File: config.mk
export PLATFORM = sky130hd
export DESIGN_NAME = seven_seg_ascii_capture
export DESIGN_NICKNAME = d
export VERILOG_FILES = /design/src/rtl/seven_seg_ascii_capture.sv
export SDC_FILE = /design/constraint.sdc
export NUM_CORES = 1
export LEC_CHECK = 0
export ABC_AREA = 1
export CAP_MARGIN = 10
export CORE_ASPECT_RATIO = 1.5
export CORE_UTILIZATION = 55
export CTS_BUF_LIST = sky130_fd_sc_hd__clkbuf_4 sky130_fd_sc_hd__clkbuf_8
export DETAILED_ROUTE_END_ITERATION = 7
export PLACE_DENSITY = 0.79
export SLEW_MARGIN = 10
export SYNTH_ARGS = -nofsm -noshare
export SYNTH_HDL_FRONTEND = slang
export SYNTH_SLANG_ARGS = --single-unit
File: constraint.sdc
create_clock -name clk -period 4 [get_ports clk]
set_clock_uncertainty 0.15 [all_clocks]
set_input_delay 0.6 -clock clk [delete_from_list [all_inputs] [get_ports clk]]
set_output_delay 0.6 -clock clk [all_outputs]
set_load 0.02 [all_outputs]
File: src/rtl/seven_seg_ascii_capture.sv
// Loopback receiver for a multiplexed active-low 7-segment bus: samples each settled
// digit once per dwell, decodes it back to ASCII and emits whole frames with a strobe.
module seven_seg_ascii_capture #(
  parameter int DISPLAY_COUNT = 8,
  parameter int SETTLE_CYCLES = 4
) (
  input  logic        clk,
  input  logic        reset,
  input  logic [6:0]  segments,
  input  logic [7:0]  enable,
  output logic [63:0] values,
  output logic        frame_valid,
  output logic        frame_bad
);

  localparam int CW = $clog2(SETTLE_CYCLES + 1);
  localparam logic [CW-1:0] SETTLE_W = CW'(SETTLE_CYCLES);

  logic [7:0]    count_mask;
  logic [7:0]    sel;
  logic          sel_valid;
  logic          same_enable;
  logic [2:0]    sel_idx;
  logic          capture;
  logic          complete;
  logic [7:0]    dec_char;
  logic          dec_bad;
  logic [7:0]    enable_prev_reg;
  logic [CW-1:0] dwell_reg, dwell_next;
  logic [7:0]    seen_reg, seen_next;
  logic [63:0]   buffer_reg, buffer_next, frame_next;
  logic          bad_acc_reg;
  logic [63:0]   values_reg;
  logic          frame_valid_reg, frame_bad_reg;

  assign sel         = ~enable;
  assign same_enable = (enable == enable_prev_reg);
  // Exactly one digit selected, and that digit must be one we actually scan.
  assign sel_valid   = (sel != 8'd0) && ((sel & (sel - 8'd1)) == 8'd0)
                       && ((sel & ~count_mask) == 8'd0);

  always_comb begin
    sel_idx = 3'd0;
    for (int i = 0; i < 8; i++) begin
      if (sel[i]) sel_idx = 3'(i);
    end
  end

  always_comb begin
    dwell_next = '0;
    if (sel_valid) begin
      if (!same_enable)               dwell_next = CW'(1);
      else if (dwell_reg == SETTLE_W) dwell_next = SETTLE_W;
      else                            dwell_next = dwell_reg + 1'b1;
    end
  end

  // A saturated counter on an unchanged enable must not re-trigger the capture.
  assign capture  = sel_valid && (dwell_next == SETTLE_W)
                    && !(same_enable && (dwell_reg == SETTLE_W));
  assign seen_next = seen_reg | (capture ? (8'd1 << sel_idx) : 8'd0);
  assign complete  = capture && ((seen_next & count_mask) == count_mask);

  // Inverse of the shared encoder; shared patterns resolve to the lowest code.
  always_comb begin
    dec_bad = 1'b0;
    case (segments)
      7'h7F:   dec_char = 8'h00;
      7'h3F:   dec_char = 8'h2D;
      7'h40:   dec_char = 8'h30;
      7'h79:   dec_char = 8'h31;
      7'h24:   dec_char = 8'h32;
      7'h30:   dec_char = 8'h33;
      7'h19:   dec_char = 8'h34;
      7'h12:   dec_char = 8'h35;
      7'h02:   dec_char = 8'h36;
      7'h78:   dec_char = 8'h37;
      7'h00:   dec_char = 8'h38;
      7'h10:   dec_char = 8'h39;
      7'h08:   dec_char = 8'h41;
      7'h03:   dec_char = 8'h42;
      7'h46:   dec_char = 8'h43;
      7'h21:   dec_char = 8'h44;
      7'h06:   dec_char = 8'h45;
      7'h0E:   dec_char = 8'h46;
      7'h09:   dec_char = 8'h48;
      7'h47:   dec_char = 8'h4C;
      7'h0C:   dec_char = 8'h50;
      7'h41:   dec_char = 8'h55;
      default: begin
        dec_char = 8'h3F;
        dec_bad  = 1'b1;
      end
    endcase
  end

  genvar gi;
  generate
    for (gi = 0; gi < 8; gi++) begin : g_byte
      assign count_mask[gi] = (gi < DISPLAY_COUNT);
      assign buffer_next[gi*8 +: 8] = (capture && (sel_idx == 3'(gi))) ? dec_char
                                                                        : buffer_reg[gi*8 +: 8];
      assign frame_next[gi*8 +: 8]  = count_mask[gi] ? buffer_next[gi*8 +: 8] : 8'h00;
    end
  endgenerate

  always_ff @(posedge clk or negedge reset) begin
    if (!reset) begin
      enable_prev_reg <= 8'hFF;
      dwell_reg       <= '0;
      seen_reg        <= 8'd0;
      buffer_reg      <= 64'd0;
      bad_acc_reg     <= 1'b0;
      values_reg      <= 64'd0;
      frame_valid_reg <= 1'b0;
      frame_bad_reg   <= 1'b0;
    end else begin
      enable_prev_reg <= enable;
      dwell_reg       <= dwell_next;
      buffer_reg      <= buffer_next;
      frame_valid_reg <= complete;
      frame_bad_reg   <= complete && (bad_acc_reg || dec_bad);
      if (complete) begin
        values_reg  <= frame_next;
        seen_reg    <= 8'd0;
        bad_acc_reg <= 1'b0;
      end else if (capture) begin
        seen_reg    <= seen_next;
        bad_acc_reg <= bad_acc_reg | dec_bad;
      end
    end
  end

  assign values      = values_reg;
  assign frame_valid = frame_valid_reg;
  assign frame_bad   = frame_bad_reg;

endmodule

# Word-level counts from Yosys, hierarchy flattened

Index checks and enable logic that the tools add are counted.

$add $sub $neg: 2
Equality and inequality tests: 32
Shift-type cells: 1
Muxes and demuxes: 25
Bitwise logic cells: 4
Reduce and logical (&&, ||, !) cells: 22

Operators by type and width:

| kind                                                                | count |
|---|---|
| 7-bit one-hot mux with 22 select lines                              | 1 |
| 8-bit 2-to-1 mux                                                    | 11 |
| 7-bit == test (second input constant)                               | 7 |
| 7-bit by 4-bit == test with 1-bit output (second input constant)    | 4 |
| 7-bit by 6-bit == test with 1-bit output (second input constant)    | 4 |
| 22-bit OR reduction                                                 | 1 |
| 7-bit by 5-bit == test with 1-bit output (second input constant)    | 3 |
| 3-bit 2-to-1 mux                                                    | 7 |
| 3-bit == test (second input constant)                               | 6 |
| 7-bit by 2-bit == test with 1-bit output (second input constant)    | 2 |
| 1-bit logical AND                                                   | 14 |
| 8-bit bitwise AND                                                   | 1 |
| 8-bit == test                                                       | 1 |
| 8-bit == test (second input constant)                               | 1 |
| 8-bit zero test                                                     | 1 |
| 8-bit NOT                                                           | 1 |
| 8-bit OR                                                            | 1 |
| 8-bit nonzero test                                                  | 1 |
| 1-bit by 3-bit << shifter with 8-bit output (first input constant)  | 1 |
| 8-bit by 1-bit subtractor with 8-bit output (second input constant) | 1 |
| 7-bit by 3-bit == test with 1-bit output (second input constant)    | 1 |
| 7-bit zero test                                                     | 1 |
| 3-bit by 2-bit == test with 1-bit output (second input constant)    | 2 |
| 1-bit 2-to-1 mux                                                    | 4 |
| 8 further kinds                                                     | 9 |

Register bits: 150
Bits of input ports: 17
Output and inout port bits: 66
Logic and storage cells: 94

# Logic depth before layout (Yosys ltp)

Gate-level depths: netlist of run 1.

Depth in word-level cells: 14
Gate-level depth with buffers: 20
Mapped depth without buffers: 17

# Worst setup path before layout of run 1

Ideal clock, no wire load.

Kind: input-to-reg
From: in enable[6]
To: reg values_reg[0], in the netlist values[0]
Library setup time: 117 ps
Arrival: 2296 ps
Data required time: 3733 ps
Setup slack: 1437 ps
Stages on the path: 17
Buffers on the path: 3
Cell sequence: buf_2 > xnor2_1 > nand2_1 > nor2_1 > nand3_1 > nand2_2 > nand2_1 > nor2_4 > nand3_2 > nand2_1 > nand2_1 > nor2_1 > nand2_1 > buf_6 > buf_6 > nand2_1 > nand2_1

Cells in the longest elaborated chain, start to end: 13
Elaborated cells on any way between the ends: 24
Classes of those cells: add/sub (1); eq/ne (3); shift (1); mux (6); bitwise (3); reduce/logical (10)

RTL lines:

| element                                     | line | text |
|---|---|---|
| from (decl)                                 | 10   | `input logic [7:0] enable,` |
| 8-bit NOT                                   | 36   | `assign sel = ~enable;` |
| 8-bit by 1-bit subtractor with 8-bit output | 39   | `assign sel_valid = (sel != 8'd0) && ((sel & (sel - 8'd1)) == 8'd0)` |
| 8-bit bitwise AND                           | 39   |  |
| 8-bit zero test                             | 39   |  |
| 1-bit logical AND                           | 39   |  |
| 3-bit 2-to-1 mux                            | 51   | `if (sel_valid) begin` |
| 3-bit == test                               | 59   | `assign capture = sel_valid && (dwell_next == SETTLE_W)` |
| 1-bit logical AND                           | 59   |  |
| 1-bit logical AND                           | 60   | `&& !(same_enable && (dwell_reg == SETTLE_W));` |
| 8-bit 2-to-1 mux                            | 61   | `assign seen_next = seen_reg \| (capture ? (8'd1 << sel_idx) : 8'd0);` |
| 8-bit OR                                    | 61   |  |
| 8-bit == test                               | 62   | `assign complete = capture && ((seen_next & count_mask) == count_mask);` |
| 1-bit logical AND                           | 62   |  |
| to (signal assigned)                        | 124  | `values_reg <= frame_next;` |
| to (decl)                                   | 33   | `logic [63:0] values_reg;` |

Several ways; a longest one is shown, not always the timed one.
A chain may end at the register's enable or synchronous reset.

# Worst setup path in the final report of run 1

From: in enable[5]
To: reg values_reg[9], in the netlist values[9]

Same word-level chain as after synthesis.

==> flow_summary.yaml, run 1 <==
status:
  status: "complete, but fails checks"
  violations: "negative hold slack"
cts:
  htree_levels: 4
  clockBufferDepth: 2
  cts_tree: "done"
  root_buffer: "clkbuf_8"
  cts_setup_buffers: 0
  clkSinkCount: 150
  clk-insertion-delay-late_ns: 0.45
  cts_resized: 0
  cts_inserted_buffers: 17
  clkTransAtPathRegs_ns: 0.08
  hold_buffers: 0
drt:
  drtPass1Iterations: 5
  viasPerCell: 5.156
  drt.antenna.violating_nets: 0
  drt_wl_total_mm: 15.20
  drtIter0Drc: 386
  drcViolationCount: 0
  wl_per_cell_um: 14.49
  vias: 5409
logic_synthesis:
  syn-num-nets: 824
  syn_area_mm2: 0.006595
  ys_types: 30
  yosysWarnings: 0
  ys_seq_elements: 150
  syn-instance-count: 805
  syn_area_per_cell_um2: 8.193
  seq_area_frac_synth: 0.5707
layout:
  num-fill-cells: 915
  area_growth_syn_to_layout_pct: 20.05
  layout_common_cells: "nand2_1, dfrtp_1, nand3_1"
  finalNetCount: 905
  final_common_cell: "nand2_1"
  final_cell_count_no_fill: 1049
  final_layout_size_suffix_gt1_frac: 0.07341
  antennaDiodeCount: 0
critical_path:
  worstSetupPathType: "in -> reg"
  crit_chain: "clkdlybuf4s50_1 > nand2_1 > nor2_4 > nand2_1 > nand3_1 > nor2_2 > nand2_2 > nand2_1 > nor2_4 > nand3_2 > nand2_1 > nand2_1 > nor2_4 > buf_4 > nand3_1 > nand2_1"
  cp_max_fo: 40
  critPathRequiredTime_ns: 4.24
  critPathMaxStageDelay_ns: 0.62
  critPathLaunchType: "input port"
  cp.arrival_ns: 3.53
  end_kind: "flop"
  path_common_cell: "nand2_1"
  cp_slowest_cell: "clkdlybuf4s50_1"
power_and_ir_drop:
  power.density_mw_per_mm2: 360.2
  vdd_drop_max_v: 0.0002974
  power_leakage_nw: 4.378
floorplanning:
  fp-row-count: 48
  io-pin-count: 83
  die_x_um: 91.41
  die_height_um: 136.1
  dieArea_mm2: 0.01244
  initial_core_util: 0.5690
  core-area_mm2: 0.01159
sta:
  fin_setup_tns_ns: 0
  fmax_ghz: 0.3042
  fin_crit_sh: 0.8218
  rsz0062_at_grt: "no"
  tightestPinTransition_ns: 0.6336
  fin_crit_ns: 3.287
  hold_violations: 9
  maxSlewViolCount: 0
  slew_headroom: 0.5776
  hold_ws_ns: -0.007747
  finalSetupViolCount: 0
hold_path:
  hp-class: "in -> async"
global_route:
  grt_start_max_net_pins: 84
  grt_pass1_vias: 5446
  antenna_found_initial: 0
  grtUsageTotal: 0.2606
  overflow: 0
  grt_first_pass_wirelength_mm: 25.33
place:
  dp_cells: 1017
  numPortBuffers: 82
  gp_congestion: 0.8948
  place_hpwl_mm: 10.49
job:
  cap_viol_max_count: 0
## report_power, final
part / internal [mW] / total [mW] / leakage (nW) / switching (mW)
combinational: 0.0356 / 0.135 / 2.16 / 0.0997
sequential: 1.52 / 1.52 / 2.02 / 0.00232
clock: 0.588 / 1.19 / 0.204 / 0.604
total: 2.15 / 2.85 / 4.38 / 0.706
## per-layer routing
| layer | routed length (um) | up-vias | GRT usage |
|---|---|---|---|
| li1 | - | 2659 | - |
| met1 | 6334 | 2588 | 0.3151 |
| met2 | 7993 | 138 | 0.4578 |
| met3 | 583 | 24 | 0.05313 |
| met4 | 287 | 0 | 0.09965 |
| met5 | 0 | - | 0 |
## metrics by stage
stage / utilization / worst slack, ns / power, mW / hold slack (ns) / instance area [um^2]
2_1_floorplan: - / 1.437 / 1.611 / 0.1544 / 6595
3_3_place_gp: 0.6476 / 0.4330 / 1.687 / 0.2964 / 7506
3_5_place_dp: 0.6476 / 0.2582 / 1.691 / 0.2993 / 7506
4_1_cts: 0.6831 / 0.7181 / 2.869 / 0.003586 / 7918
5_1_grt: 0.6831 / 0.4304 / 2.951 / 0.02257 / 7918
6_report: 0.6831 / 0.7127 / 2.852 / -0.007747 / 7918
## area by class of cell
cell class              instances  area [um^2]  area share
clock buffers                  18        247.7     0.03129
repair buffers                 92        909.6      0.1149
multi-input cells             545         2345      0.2961
inverters                      80        300.3     0.03793
clock inverters                14        163.9     0.02070
flip-flops and latches        150         3764      0.4753
well taps                     150        187.7     0.02370
## critical path, delay by kind of cell
kind | cells | cell delay [ns]
and+or+nand+nor | 14 | 1.91
buffers and inverters | 2 | 1.00
## kinds of logic (layout without fill, tap and decap cells)
logic type,count (synthesis),after routing,share of synthesized area
simple gates,496,496,0.3098
compound gates,44,44,0.03529
fa+ha+maj,2,2,0.003794
xor+xnor,3,3,0.003985
flops,150,150,0.5707
buf+inv,110,204,0.07646
## synthesized netlist by cell type
| master | count | area share |
|---|---|---|
| nand2_1 | 336 | 0.19 |
| dfrtp_1 | 142 | 0.54 |
| nand3_1 | 84 | 0.064 |
| inv_1 | 77 | 0.044 |
| nor2_1 | 50 | 0.028 |
| o21ai_0 | 32 | 0.024 |
| buf_4 | 14 | 0.016 |
| clkbuf_1 | 10 | 0.0057 |
| nor3_1 | 9 | 0.0068 |
| dfstp_2 | 8 | 0.032 |
| a21oi_1 | 6 | 0.0046 |
| buf_6 | 5 | 0.0085 |
| nand4_1 | 5 | 0.0047 |
| nor2_4 | 3 | 0.0051 |
| xnor2_1 | 3 | 0.0040 |
| ha_1 | 2 | 0.0038 |
| inv_2 | 2 | 0.0011 |
| nand3_2 | 2 | 0.0030 |
| nor2_2 | 2 | 0.0019 |
| o22ai_1 | 2 | 0.0019 |
| or2_2 | 2 | 0.0019 |
| and2_1 | 1 | 0.00095 |
| buf_2 | 1 | 0.00076 |
| clkinv_1 | 1 | 0.00057 |
| nand2_2 | 1 | 0.00095 |
| nor4_1 | 1 | 0.00095 |
| o2111ai_1 | 1 | 0.0013 |
| o21a_1 | 1 | 0.0011 |
| o21ai_1 | 1 | 0.00076 |
| o221ai_1 | 1 | 0.0013 |
## path summary, 6_finish.rpt
kind / start / end / slack [ns] / cells past startpoint
worst max-delay path: enable[5] / values[9]$_DFFE_PN0P_ / 0.71 / 16
worst max register to register: enable_prev_reg[5]$_DFF_PN1_ / values[9]$_DFFE_PN0P_ / 1.04 / 15
min in group clk: buffer_reg[39]$_DFF_PN0_ / buffer_reg[39]$_DFF_PN0_ / 0.32 / 2
max in group asynchronous: reset / buffer_reg[15]$_DFF_PN0_ / 2.85 / 2
worst min register to register: buffer_reg[39]$_DFF_PN0_ / buffer_reg[39]$_DFF_PN0_ / 0.32 / 2
worst min-delay path: reset / values[35]$_DFFE_PN0P_ / -0.008 / 1
No activity file was read; power rests on OpenSTA's default activity.
==> run 2, diff against run 1 <==
--- a/config.mk
+++ b/config.mk
@@ -8,7 +8,7 @@
 export ABC_AREA = 1
 export CAP_MARGIN = 10
 export CORE_ASPECT_RATIO = 1.5
-export CORE_UTILIZATION = 55
+export CORE_UTILIZATION = 52
 export CTS_BUF_LIST = sky130_fd_sc_hd__clkbuf_4 sky130_fd_sc_hd__clkbuf_8
 export DETAILED_ROUTE_END_ITERATION = 7
 export PLACE_DENSITY = 0.79
==> constraint.sdc (replaced) <==
create_clock -name clk -period 3 [get_ports clk]
set_clock_uncertainty 0.15 [all_clocks]
set_input_delay 0.45 -clock clk [delete_from_list [all_inputs] [get_ports clk]]
set_output_delay 0.45 -clock clk [all_outputs]
set_load 0.02 [all_outputs]
==> flow_summary.yaml, run 2 (synthesized netlist as in run 1, its figures left out) <==
status:
  status: "finished clean"
layout:
  regArea_mm2: 0.003764
  final_layout_size_suffix_gt1_frac: 0.1233
  final_util: 0.6767
  final_cell_count_no_fill: 1105
  num-fill-cells: 1015
  multi_input_comb_area_mm2: 0.002355
  layout_common_cells: "nand2_1, dfrtp_1, nand3_1"
  area_growth_syn_to_layout_pct: 27.74
  antennaDiodeCount: 0
  design_area_mm2: 0.008424
  final_common_cell: "nand2_1"
  finalNetCount: 955
critical_path:
  path_common_cell: "nand2_1"
  end_kind: "flop"
  crit_chain: "clkdlybuf4s50_1 > nand2_1 > o21ai_0 > nand2_1 > nor2_1 > nand2_1 > nor2_4 > nand4_1 > nand2_1 > nand3_1 > nor2_4 > nand2_2 > buf_4 > nand2_1 > nand2_1"
  worst-path-buf-inv: 2
  critPathLaunchType: "input port"
  critPathRequiredTime_ns: 3.18
  cp_slowest_cell: "clkdlybuf4s50_1"
  worstSetupPathType: "in -> reg"
  critPathMaxStageDelay_ns: 0.52
  cp_top_family: "simple AND/OR/NAND/NOR gates"
  cp_max_fo: 19
  cp.arrival_ns: 2.87
sta:
  fmax_ghz: 0.3723
  fin_ws_ns: 0.3137
  rsz0062_at_grt: "no"
  fin_setup_tns_ns: 0
  maxSlewViolCount: 0
  tightestPinTransition_ns: 0.7782
  slew_headroom: 0.4812
  fin_crit_sh: 0.8954
  fin_crit_ns: 2.686
  hold_violations: 0
  finalSetupViolCount: 0
  hold_ws_ns: 0.3257
power_and_ir_drop:
  power_leakage_nw: 4.660
  power.density_mw_per_mm2: 472.5
  vdd_drop_max_v: 0.0003241
  p_total_mw: 3.981
floorplanning:
  dieArea_mm2: 0.01315
  fp-row-count: 50
  core-area_mm2: 0.01245
  initial_core_util: 0.5297
  die_x_um: 93.95
  io-pin-count: 83
  die_height_um: 139.9
drt:
  drtPass1Iterations: 5
  viasPerCell: 5.066
  drt.antenna.violating_nets: 0
  drt_wl_total_mm: 15.34
  wl_per_cell_um: 13.89
  drcViolationCount: 0
  drtIter0Drc: 308
  vias: 5598
global_route:
  antenna_found_initial: 0
  grtUsageTotal: 0.2525
  overflow: 0
  grt_start_max_net_pins: 86
  grt_first_pass_wirelength_mm: 25.48
  grt_pass1_vias: 5470
place:
  place_hpwl_mm: 10.78
  numPortBuffers: 82
  gp_congestion: 0.8680
  place_ws_ns: -0.2668
  dp_cells: 1072
  post_dp_cell_area_mm2: 0.007956
cts:
  cts_inserted_buffers: 17
  cts_tree: "done"
  clockBufferDepth: 2
  htree_levels: 4
  clk-insertion-delay-late_ns: 0.45
  clkSinkCount: 150
  root_buffer: "clkbuf_8"
  clkTransAtPathRegs_ns: 0.08
hold_path:
  hp-class: "reg -> reg"
job:
  cap_viol_max_count: 0
[run 2: path summary, 6_finish.rpt]
kind                                               from                  endpoint  slack [ns]  depth (start not counted)
max                                           enable[1]    values[35]$_DFFE_PN0P_        0.31                         15
min                            buffer_reg[55]$_DFF_PN0_  buffer_reg[55]$_DFF_PN0_        0.33                          2
max reg2reg                enable_prev_reg[5]$_DFF_PN1_    values[35]$_DFFE_PN0P_        0.42                         16
min reg2reg                    buffer_reg[55]$_DFF_PN0_  buffer_reg[55]$_DFF_PN0_        0.33                          2
max in group asynchronous                         reset    values[15]$_DFFE_PN0P_        1.45                          3
min in group asynchronous                         reset    values[21]$_DFFE_PN0P_        0.45                          2
[run 2: layer usage]
layer / global-route usage / up-vias / wire length [um]
li1: - / 2764 / -
met1: 0.3027 / 2658 / 6339
met2: 0.4449 / 135 / 8077
met3: 0.04886 / 41 / 552
met4: 0.09231 / 0 / 373
met5: 0 / - / 0
[run 2: repair_timing]
action / CTS / global route
setup endpoints to repair: 0 / 70
buffers inserted: 0 / 0
gates resized for setup: 0 / 2
hold buffers: 1 / 0
endpoints found under the hold margin: 75 / 0
[run 2: final cells by class]
class                      instances  area share
sequential                       150      0.4468
multi-input combinational        545      0.2795
timing repair buffer             142      0.1617
inverter                          80     0.03565
clock buffer                      19     0.03030
tap                              156     0.02317
clock inverter                    13     0.02287
[run 2: worst reg2reg max path, cell delays in order, from the launching register on]
cell and delay [ns]:
dfstp_2 0.54, nand2_1 0.05, nand2_1 0.07, nand2_1 0.07, nor2_1 0.17, nand3_1 0.12
nand2_2 0.13, nand2_1 0.10, nor2_4 0.15, nand3_2 0.09, nand2_1 0.08, nand2_1 0.08
nor2_4 0.17, nand2_2 0.13, buf_4 0.23, nand2_1 0.09, nand2_1 0.05
[run 2: power by group]
group          internal (mW)  total [mW]  switching, mW
registers               2.03        2.03        0.00284
clock network          0.952        1.73          0.774
logic                 0.0820       0.222          0.140
